## src/rtl/compression_arbiter.sv

```systemverilog
`default_nettype none
// ============================================================================
// compression_arbiter
//   Message-level round-robin arbiter sharing one 8-bit compressor port
//   between two valid/ready byte requesters, with a MAX_LEN cap per grant.
//   Revision: 1.0
// ============================================================================
module compression_arbiter #(
  parameter int MAX_LEN = 16,
  parameter int CW      = $clog2(MAX_LEN + 1)
) (
  input  logic       CLK,
  input  logic       RST_N,
  input  logic [7:0] IN0_DATA,
  input  logic       IN0_VALID,
  input  logic       IN0_LAST,
  output logic       IN0_READY,
  input  logic [7:0] IN1_DATA,
  input  logic       IN1_VALID,
  input  logic       IN1_LAST,
  output logic       IN1_READY,
  output logic [7:0] OUT_DATA,
  output logic       OUT_VALID,
  output logic       OUT_LAST,
  output logic       OUT_TRUNC,
  output logic       OUT_SRC,
  input  logic       OUT_READY,
  output logic       BUSY
);

  typedef enum logic [0:0] {
    S_IDLE = 1'b0,
    S_BUSY = 1'b1
  } state_t;

  localparam logic [CW-1:0] C_CNT_MAX = CW'(MAX_LEN - 1);

  state_t        state_q, state_d;
  logic          own_q, own_d;
  logic          pri_q, pri_d;
  logic [CW-1:0] cnt_q, cnt_d;

  logic          w_busy;
  logic          w_own_valid;
  logic          w_own_last;
  logic [7:0]    w_own_data;
  logic          w_at_max;
  logic          w_end;
  logic          w_xfer;

  always_comb begin
    w_busy      = (state_q == S_BUSY);
    w_own_valid = own_q ? IN1_VALID : IN0_VALID;
    w_own_last  = own_q ? IN1_LAST  : IN0_LAST;
    w_own_data  = own_q ? IN1_DATA  : IN0_DATA;
    w_at_max    = (cnt_q == C_CNT_MAX);
    w_end       = w_own_last | w_at_max;
    w_xfer      = w_busy & w_own_valid & OUT_READY;

    // Datapath is a pure pass-through of the owner while a grant is held.
    OUT_DATA    = w_busy ? w_own_data : 8'h00;
    OUT_VALID   = w_busy & w_own_valid;
    OUT_LAST    = OUT_VALID & w_end;
    OUT_TRUNC   = OUT_VALID & w_at_max & ~w_own_last;
    OUT_SRC     = w_busy & own_q;
    IN0_READY   = w_busy & ~own_q & OUT_READY;
    IN1_READY   = w_busy &  own_q & OUT_READY;
    BUSY        = w_busy;
  end

  always_comb begin
    state_d = state_q;
    own_d   = own_q;
    pri_d   = pri_q;
    cnt_d   = cnt_q;
    case (state_q)
      S_IDLE: begin
        if (IN0_VALID | IN1_VALID) begin
          own_d   = (IN0_VALID & IN1_VALID) ? pri_q : IN1_VALID;
          cnt_d   = '0;
          state_d = S_BUSY;
        end
      end
      S_BUSY: begin
        if (w_xfer) begin
          if (w_end) begin
            state_d = S_IDLE;
            pri_d   = ~own_q;
            cnt_d   = '0;
          end else begin
            cnt_d   = cnt_q + CW'(1);
          end
        end
      end
      default: state_d = S_IDLE;
    endcase
  end

  always_ff @(posedge CLK or negedge RST_N) begin
    if (!RST_N) begin
      state_q <= S_IDLE;
      own_q   <= 1'b0;
      pri_q   <= 1'b0;
      cnt_q   <= '0;
    end else begin
      state_q <= state_d;
      own_q   <= own_d;
      pri_q   <= pri_d;
      cnt_q   <= cnt_d;
    end
  end

endmodule
`default_nettype wire

```

## config.mk

```make
export PLATFORM = sky130hd
export DESIGN_NAME = compression_arbiter
export DESIGN_NICKNAME = d
export VERILOG_FILES = /design/src/rtl/compression_arbiter.sv
export SDC_FILE = /design/constraint.sdc
export NUM_CORES = 1
export LEC_CHECK = 0
export CAP_MARGIN = 15
export CORE_ASPECT_RATIO = 1.25
export CORE_MARGIN = 2
export CORE_UTILIZATION = 35
export CTS_BUF_LIST = sky130_fd_sc_hd__clkbuf_2 sky130_fd_sc_hd__clkbuf_4 sky130_fd_sc_hd__clkbuf_8
export DETAILED_ROUTE_END_ITERATION = 10
export PLACE_DENSITY = 0.82
export SYNTH_ARGS = -nofsm -noshare
export SYNTH_HDL_FRONTEND = slang
export SYNTH_SLANG_ARGS = --single-unit
export TNS_END_PERCENT = 30
```

## constraint.sdc

```tcl
create_clock -name CLK -period 3.8 [get_ports CLK]
set_input_delay 0.76 -clock CLK [delete_from_list [all_inputs] [get_ports CLK]]
set_output_delay 0.76 -clock CLK [all_outputs]
set_load 0.02 [all_outputs]
```

Yosys cells after proc, flatten, opt, wreduce, memory -nomap -nowiden
Cells that the tools add are included.

word-level totals
  flip-flop bits (word level) = 8
  input port bits = 23
  output and inout port bits = 15
  word-level logic and storage cells = 39

operators by class
  add/subtract/negate cells = 1
  equality and inequality tests = 3
  multiplexer cells = 13
  bitwise operators = 15
  reductions and logical operators = 3

operators by type and width
  kind                                                    count
  2-to-1 mux 8 bit                                        2
  2-to-1 mux 5 bit                                        3
  AND 1 bit                                               10
  case mux 5 bit (2 select lines)                         1
  2-to-1 mux 1 bit                                        6
  adder 5 x 1 -> 5 bit (second input constant)            1
  == test 5 x 4 -> 1 bit (second input constant)          1
  AND reduction 2 bit                                     2
  NOT 1 bit                                               3
  AND reduction 3 bit                                     1
  inequality test 2 x 1 -> 1 bit (second input constant)  1
  inequality test 2 bit (second input constant)           1
  OR 1 bit                                                2
  case mux 1 bit (2 select lines)                         1

Depth between registers and ports, before layout
Gate-level depths: netlist (run 1).

  depth in word-level cells = 5
  depth in mapped cells = 6
  mapped depth without buffers = 6

Worst setup path before layout (run 1)
No wires, ideal clock.

  path type = register to output
  start point = register cnt_q[0]
  end point = output port OUT_LAST
  arrival = 1576 ps
  required time = 3040 ps
  slack = 1464 ps
  cell stages (with the launch flop) = 6
  buffers on the path = 0
  path through = dfrtp_1 -> ha_1 -> and3_1 -> ha_1 -> or3_1 -> and2_1

on the way
  word-level cells in the longest chain between the ends = 3

RTL lines
  what                    line  RTL
  start, declared         41    logic [CW-1:0] cnt_q, cnt_d;
  start signal, assigned  109   cnt_q <= cnt_d;
  == test 5 x 4 -> 1 bit  56    w_at_max = (cnt_q == C_CNT_MAX);
  OR 1 bit                57    w_end = w_own_last | w_at_max;
  AND 1 bit               63    OUT_LAST = OUT_VALID & w_end;
  end, declared           24    output logic OUT_LAST,

No other way between the ends.

Final worst setup path (run 1)
  start point = input port IN1_VALID
  end point = output port OUT_LAST

on the way
  word-level cells in the longest chain between the ends = 3

RTL lines
  what              line  RTL
  start, declared   19    input logic IN1_VALID,
  2-to-1 mux 1 bit  53    w_own_valid = own_q ? IN1_VALID : IN0_VALID;
  AND 1 bit         62    OUT_VALID = w_busy & w_own_valid;
  AND 1 bit         63

No other way between the ends.

==> results_dict.tcl, run 1 <==
set metrics [dict create \
    cts_made_buffers 3 \
    grt_setup_unrepaired "false" \
    synth_area_per_cell_um2 9.697 \
    fin_skew_ns 0.005628 \
    core_area_mm2 0.001765 \
    use_met1 0.1891 \
    fp.dieH_um 52.53 \
    gr-usage-met3 0.02759 \
    cap_viol_max_count 0 \
    hold_buffers 0 \
    drive_gt1_frac 0.07619 \
    period_share 0.8367 \
    netlist_top_cells_count "nor2_1, dfrtp_1, mux2i_1" \
    area_growth_syn_to_layout_pct 60.15 \
    worstHoldPathType "reg -> reg" \
    critPathKind "in -> out" \
    slew_headroom 0.5294 \
    arrival_ns 2.42 \
    grt_pass1_wl_mm 2.628 \
    period_needed_ns 3.179 \
    die_w_um 42.82 \
    synth_cells 68 \
    grt_util_all_layers 0.1598 \
    nets 132 \
    port_buffers 37 \
    cts_resized 0 \
    synth.most_common_cell "nor2_1" \
    synth_edf_count 0 \
    rows 17 \
    cts_setup_buffers 0 \
    globalRouteMet2Util 0.2677 \
    first_pass_iters 4 \
    clkSinkCount 8 \
    crit_fanout 6 \
    syn_nets 93 \
    drc 0 \
    grt_max_degree 20 \
    synth_cell_types 33 \
    cp.required_ns 3.04 \
    leakage_nw 0.4747 \
    start_util 0.3735 \
    htree_levels 1 \
    clkLatencyLatePin_ns 0.26 \
    synth_top_area_share 0.3036 \
    post_drt_wl_per_cell_um 12.64 \
    gp_congestion 0.7973 \
    setup_violations 0 \
    antenna_found_initial 0 \
    final_max_slew_viol_count 0 \
    io_pins 38 \
    async_reset_ff_frac 1.000 \
    ys_seq_area_frac 0.3036 \
    tightest_slew_ns 0.7058 \
    top_usage_layer "met2" \
    hold_violations 0 \
    syn-cell-area_um2 659.4 \
    diodes 0 \
    cts_tree "built" \
    postRouteAntennaNets 0 \
    vias_per_cell 5.226 \
    ys_ff_latch 8 \
    tns_ns 0 \
    drtIter0Drc 15 \
    ir_drop_uv 362.8 \
    path_clk_slew_ns 0.06 \
    ys_warn_count 0 \
    die-area_mm2 0.002249 \
    status "complete, no violations" \
    synth-main-ff-cell "dfrtp_1" \
    cts_buffer_depth 2 \
    fmax_mhz 314.5 \
    start_kind "input pin" \
    powerDensity_mw_per_mm2 559.8 \
    vias 648 \
    yosysTopAreaCell "dfrtp_1" \
    final_core_util 0.5982 \
    clk_root_buffer_cell "clkbuf_4" \
    grt.overflow.total 0 \
    grt_pass1_vias 642 \
    dp_hpwl_mm 1.231 \
    cp-end-kind "primary output" \
    synth.area.top_cells "dfrtp_1, mux2i_1, nor2_1" \
    drt-total-wl_mm 1.567 \
]
worst max-delay path: stages:
cell,delay (ns)
clkdlybuf4s50_1,0.50
mux2_4,0.33
and2_1,0.17
and2_1,0.13
clkdlybuf4s50_1,0.52
final cells by class:
class	count	area [um2]
inverters	3	11.26
multi-input cells	54	427.9
clock buffers	3	22.52
well taps	19	23.77
fillers	154	709.4
repair buffers	37	370.4
flip-flops and latches	8	200.2
layout by cell type (no fill, tap or decap):
cell / count
a211oi_1: 1
a21boi_0: 1
a21oi_1: 1
a21oi_2: 1
a221o_1: 1
a22o_1: 3
a2bb2oi_4: 1
a31oi_1: 1
a32oi_1: 1
and2_1: 4
and2_4: 1
and3_1: 2
clkbuf_4: 3
clkdlybuf4s50_1: 37
dfrtp_1: 8
ha_1: 2
inv_1: 3
mux2_2: 1
mux2_4: 1
mux2i_1: 8
nand2_1: 1
nand2b_1: 3
nand3_1: 1
nand4b_1: 1
nand4bb_1: 1
nor2_1: 9
nor2b_1: 3
o2111ai_1: 1
o211a_1: 1
o311a_1: 1
or3_1: 1
xnor2_1: 1
power by group:
group	leakage, nW	internal, mW	switching (mW)
logic	0.358	0.204	0.162
registers	0.103	0.107	0.0526
clock network	0.0138	0.0362	0.0296
total	0.475	0.347	0.244
cells by family after synthesis:
group	share of synthesized area
mux	0.1613
xor+xnor	0.01329
simple gates	0.2315
compound gates	0.2050
fa+ha+maj	0.03794
flops	0.3036
buf+inv	0.04742
layer usage:
metal  part of all wire  vias up
met3              0.078        4
met4              0.026        0
met5                  0        -
li1                   -      324
met2               0.44       34
met1               0.45      286
state kept, by name, indices dropped and copies added, names as in the netlist:
register  cells
BUSY          1
own_q         1
cnt_q         5
pri_q         1
path summary, 6_finish.rpt:
path	start	slack (ns)	to	cells after the start
max	IN1_VALID	0.62	OUT_LAST	5
min	cnt_q[4]$_DFFE_PN0P_	0.51	cnt_q[4]$_DFFE_PN0P_	1
max reg2reg	cnt_q[0]$_DFFE_PN0P_	2.05	BUSY$_DFF_PN0_	5
min reg2reg	cnt_q[4]$_DFFE_PN0P_	0.51	cnt_q[4]$_DFFE_PN0P_	1
max in group asynchronous	RST_N	2.75	cnt_q[3]$_DFFE_PN0P_	1
min in group asynchronous	RST_N	0.78	cnt_q[2]$_DFFE_PN0P_	1
stage by stage:
step | worst slack, ns | cell area [um2] | hold WS [ns] | total power [mW] | cells
after floorplan | 1.464 | 659.4 | 0.4644 | 0.3838 | 68
after global placement | 0.6328 | 1033 | 0.4874 | 0.5238 | 121
after detailed placement | 0.6107 | 1033 | 0.4961 | 0.5281 | 121
after CTS | 0.6146 | 1056 | 0.5112 | 0.5976 | 124
after global routing | 0.5031 | 1056 | 0.5461 | 0.6300 | 124
final | 0.6207 | 1056 | 0.5079 | 0.5912 | 124
Note: power is estimated with default switching activity, not from simulation.
==> run 2: changes to the inputs <==
- PLACE_DENSITY: 0.82 -> 0.85
- clock period: 3.8 -> 2.7 ns (I/O delays scaled with it)
==> run 2 against run 1 <==
Compared with the run above:
- largest cell class unchanged
- via count grew 9.6%
- global-route usage grew 1.2 points
- sequential power grew 21%
- wire length grew 5.4%
- clock power grew 46%
- final cell count grew 6.5%
- worst hold slack lost 0.010 ns
- critical endpoint is now OUT_VALID
- sequential share of layout area shrank 0.98 points
==> results_dict.tcl, run 2 (synthesis gave the netlist of run 1 again) <==
set metrics [dict create \
    r2r_setup_slack_ns 0.88 \
    period_needed_ns 2.575 \
    tightest_slew_ns 0.3669 \
    multi_input_area_um2 427.9 \
    htree_levels 1 \
    grt_util_all_layers 0.1713 \
    final_area_mm2 0.001114 \
    cp-end-kind "primary output" \
    ir_drop_uv 600.9 \
    final_max_slew_viol_count 0 \
    finalNonFillerCells 132 \
    io_pins 38 \
    crit_fanout 5 \
    whs_ns 0.4977 \
    slew_headroom 0.7546 \
    die-area_mm2 0.002249 \
    hold_buffers 0 \
    globalRouteMet2Util 0.3030 \
    hold_start "cnt_q[4]$_DFFE_PN0P_" \
    drt-total-wl_mm 1.652 \
    largest_reg_flops 5 \
    layout_commonest_cell "clkdlybuf4s50_1" \
    nets 140 \
    fill_cells 164 \
    drive_gt1_frac 0.1504 \
    antenna_found_initial 0 \
    drtIter0Drc 1 \
    postRouteAntennaNets 0 \
    cp.required_ns 2.16 \
    arrival_ns 2.03 \
    hold_depth 1 \
    core_area_mm2 0.001765 \
    clkSinkCount 8 \
    grt_setup_unrepaired "false" \
    dp.cells 129 \
    layout_common_cells "clkdlybuf4s50_1, nor2_1, dfrtp_1, mux2i_1, buf_4" \
    setup_violations 0 \
    grt.overflow.total 0 \
    gr-usage-met3 0.03448 \
    area_growth_syn_to_layout_pct 68.88 \
    vias_per_cell 5.379 \
    grt_max_degree 12 \
    r2r_cells 6 \
    vias 710 \
    cts_buffer_depth 2 \
    diodes 0 \
    worstHoldPathType "reg -> reg" \
    r2r_start "cnt_q[0]$_DFFE_PN0P_" \
    fin_skew_ns 0.002871 \
    cts_made_buffers 3 \
    seq_area_um2 200.2 \
    fmax_mhz 388.4 \
    top_usage_layer "met2" \
    final_core_util 0.6308 \
    hold_path_end "cnt_q[4]$_DFFE_PN0P_" \
    cts_tree "built" \
    port_buffers 37 \
    top_register "cnt_q" \
    cap_viol_max_count 0 \
    die_w_um 42.82 \
    hold_violations 0 \
    clk_root_buffer_cell "clkbuf_4" \
    gp_congestion 0.8066 \
    dp_hpwl_mm 1.373 \
    powerDensity_mw_per_mm2 781.1 \
    first_pass_iters 4 \
    fp.dieH_um 52.53 \
    post_drt_wl_per_cell_um 12.52 \
    period_share 0.9536 \
    critPathKind "in -> out" \
    r2r-end "pri_q$_DFFE_PN0P_" \
    start_util 0.3735 \
    dpl_cell_area_mm2 0.001094 \
    use_met1 0.1870 \
    path_clk_slew_ns 0.06 \
    leakage_nw 0.5325 \
    start_kind "input pin" \
    grt_pass1_wl_mm 2.891 \
    rows 17 \
    status "complete, no violations" \
    clkLatencyLatePin_ns 0.26 \
    grt_pass1_vias 714 \
    drc 0 \
]
-- run 2: metal layers --
layer | part of all wire | vias up
met4 | 0.021 | 0
met3 | 0.076 | 5
met2 | 0.50 | 37
met1 | 0.40 | 328
li1 | - | 340
met5 | 0 | -
-- run 2: area by class of cell --
cell class,count,area share
multi-input cells,54,0.3843
repair buffers,45,0.3843
flip-flops and latches,8,0.1798
well taps,19,0.02135
clock buffers,3,0.02022
inverters,3,0.01011
-- run 2: per-stage QoR --
| step | total power, mW | worst slack (ns) | TNS [ns] |
|---|---|---|---|
| after detailed placement | 0.7844 | -0.03096 | -0.03096 |
| after CTS | 0.8793 | 0.01364 | 0 |
| final | 0.8698 | 0.1254 | 0 |
| after global placement | 0.7721 | -0.02812 | -0.02812 |
| after floorplan | 0.5402 | 0.5840 | 0 |
| after global routing | 0.9264 | 0.06155 | 0 |
-- run 2: power breakdown --
group / internal, mW / leakage [nW] / switching, mW
Combinational: 0.311 / 0.415 / 0.269
Clock: 0.0512 / 0.0138 / 0.0450
Sequential: 0.151 / 0.103 / 0.0429
Total: 0.513 / 0.533 / 0.357
-- run 2: worst max path at each step --
stage	from	end	slack, ns	cells after the start
2_1_floorplan	cnt_q[0]$_DFFE_PN0P_	OUT_LAST	0.58	5
3_3_place_gp	IN1_LAST	OUT_LAST	-0.03	5
3_5_place_dp	IN1_LAST	OUT_LAST	-0.03	5
4_1_cts	cnt_q[0]$_DFFE_PN0P_	OUT_LAST	0.01	6
5_1_grt	IN0_VALID	OUT_VALID	0.06	4
6_report	IN0_VALID	OUT_VALID	0.13	4
-- run 2: worst max-delay path, stage by stage --
cell             delay (ns)
clkdlybuf4s50_1        0.49
mux2_4                 0.31
and2_1                 0.16
clkdlybuf4s50_1        0.53
-- run 2: repair_timing --
action,4_1_cts,5_1_grt
buffers inserted,0,0
resized for setup,1,3
pin swaps,0,0
endpoints found under the setup margin,1,2
==> run 3: changes to the inputs <==
- DONT_BUFFER_PORTS: not set -> 1
- PLACE_DENSITY: 0.85 -> 0.58
==> run 3 against run 2 <==
Compared with the run above:
- wire length down 22%
- combinational power down 38%
- count of clock-buffer cells in the layout is the same
- clock power down 5.2%
- final cell count is 32% lower
- sequential cell count did not move
- die area stayed put
- worst hold slack worse by 0.11 ns
==> results_dict.tcl, run 3 (synthesis gave the netlist of run 1 again) <==
set metrics [dict create \
    cp_slowest_stage_delay_ns 0.40 \
    cp_slowest_cell "or3_1" \
    cp-end-kind "primary output" \
    area_growth_syn_to_layout_pct 7.780 \
    tightest_slew_ns 0.4414 \
    clkSinkCount 8 \
    fmax_mhz 407.8 \
    port_buffers 0 \
    crit_fanout 5 \
    cts_buffer_depth 2 \
    final_max_slew_viol_count 0 \
    arrival_ns 1.91 \
    io_pins 38 \
    grt_util_all_layers 0.1285 \
    cap_viol_max_count 0 \
    gp_congestion 0.6982 \
    top_register "cnt_q" \
    setup_violations 0 \
    fill_cells 183 \
    drtIter0Drc 5 \
    start_util 0.3735 \
    diodes 0 \
    grt_setup_unrepaired "false" \
    worstHoldPathType "in -> reg" \
    grt_max_degree 13 \
    cp_common_cell "ha_1" \
    tns_ns 0 \
    post_drt_wl_per_cell_um 14.23 \
    postRouteAntennaNets 0 \
    critPathBufInv 0 \
    first_pass_iters 3 \
    largest_reg_flops 5 \
    rows 17 \
    critPathLaunch "cnt_q[0]$_DFFE_PN0P_" \
    hold_violations 0 \
    core_area_mm2 0.001765 \
    worstSetupEndpoint "OUT_LAST" \
    r2r-end "BUSY$_DFF_PN0_" \
    final_core_util 0.4026 \
    ir_drop_uv 495.0 \
    r2r_cells 5 \
    cts_tree "built" \
    cts_made_buffers 3 \
    nets 98 \
    fin_skew_ns 0.005651 \
    cp.depth 5 \
    r2r_start "cnt_q[0]$_DFFE_PN0P_" \
    finalNonFillerCells 90 \
    layout_commonest_cell "nor2_1" \
    start_kind "flop" \
    path_delay_family "simple AND/OR/NAND/NOR gates" \
    clk_root_buffer_cell "clkbuf_4" \
    period_share 0.9083 \
    powerDensity_mw_per_mm2 922.7 \
    antenna_found_initial 0 \
    htree_levels 1 \
    dp.cells 86 \
    die_w_um 42.82 \
    critPathKind "reg -> out" \
    status "complete, no violations" \
    fp.dieH_um 52.53 \
    vias 516 \
    r2r_setup_slack_ns 1.00 \
    vias_per_cell 5.733 \
    grt.overflow.total 0 \
    crit_chain "ha_1 -> and3_1 -> ha_1 -> or3_1 -> and2_1" \
    drc 0 \
    drt-total-wl_mm 1.281 \
    slew_headroom 0.7058 \
    period_needed_ns 2.452 \
    drive_gt1_frac 0.1408 \
    cp.required_ns 2.16 \
    leakage_nw 0.3462 \
    layout_common_cells "nor2_1, dfrtp_1, mux2i_1, and2_1" \
    clkLatencyLatePin_ns 0.25 \
    die-area_mm2 0.002249 \
    grt_pass1_vias 480 \
    grt_pass1_wl_mm 2.104 \
    path_clk_slew_ns 0.06 \
]
run 3: cell types whose count changed in the layout (fill, tap and decap cells not counted):
cell	previous run	this run
clkdlybuf4s50_1	35	0
buf_4	8	2
clkbuf_2	1	0
dlygate4sd3_1	0	1
dlymetal6s2s_1	1	0
run 3: metal layers:
layer / share of wire / vias to the layer above / track usage
met5: 0 / - / 0
met3: 0.096 / 4 / 0.06552
li1: - / 259 / -
met1: 0.40 / 232 / 0.1377
met4: 0.016 / 0 / 0.06250
met2: 0.48 / 21 / 0.2071
run 3: power breakdown:
group | total, mW | switching, mW | internal, mW
registers | 0.207 | 0.0558 | 0.151
clock network | 0.0911 | 0.0403 | 0.0508
logic | 0.358 | 0.216 | 0.142
total | 0.656 | 0.312 | 0.344
run 3: repair_timing:
action                    4_1_cts  5_1_grt
setup buffers                   0        0
resized for setup               0        0
hold endpoints to repair        8        0
hold buffers                    1        0
run 3: layout make-up:
type	count	area, um2	area share
Tap cell	19	23.77	0.03345
Sequential cell	8	200.2	0.2817
Timing Repair Buffer	3	25.02	0.03521
Multi-Input combinational cell	54	427.9	0.6021
Inverter	3	11.26	0.01585
Clock buffer	3	22.52	0.03169
run 3: worst min-delay path by stage:
| stage | from | to | slack (ns) | depth (start not counted) |
|---|---|---|---|---|
| after detailed placement | RST_N | BUSY$_DFF_PN0_ | 0.24 | 0 |
| after global placement | RST_N | BUSY$_DFF_PN0_ | 0.24 | 0 |
| final | IN0_VALID | own_q$_DFFE_PN0P_ | 0.38 | 1 |
| after floorplan | RST_N | BUSY$_DFF_PN0_ | 0.24 | 0 |
| after CTS | IN0_VALID | own_q$_DFFE_PN0P_ | 0.38 | 1 |
| after global routing | IN0_VALID | own_q$_DFFE_PN0P_ | 0.38 | 1 |
run 3: per-stage QoR:
step | worst slack (ns) | total power [mW] | cell area (um2) | hold slack [ns]
final | 0.2476 | 0.6557 | 710.7 | 0.3845
after global routing | 0.1616 | 0.7060 | 710.7 | 0.3792
after global placement | 0.5127 | 0.5609 | 678.2 | 0.2447
after detailed placement | 0.5025 | 0.5689 | 678.2 | 0.2447
after floorplan | 0.5840 | 0.5402 | 659.4 | 0.2444
after CTS | 0.2228 | 0.6678 | 710.7 | 0.3759
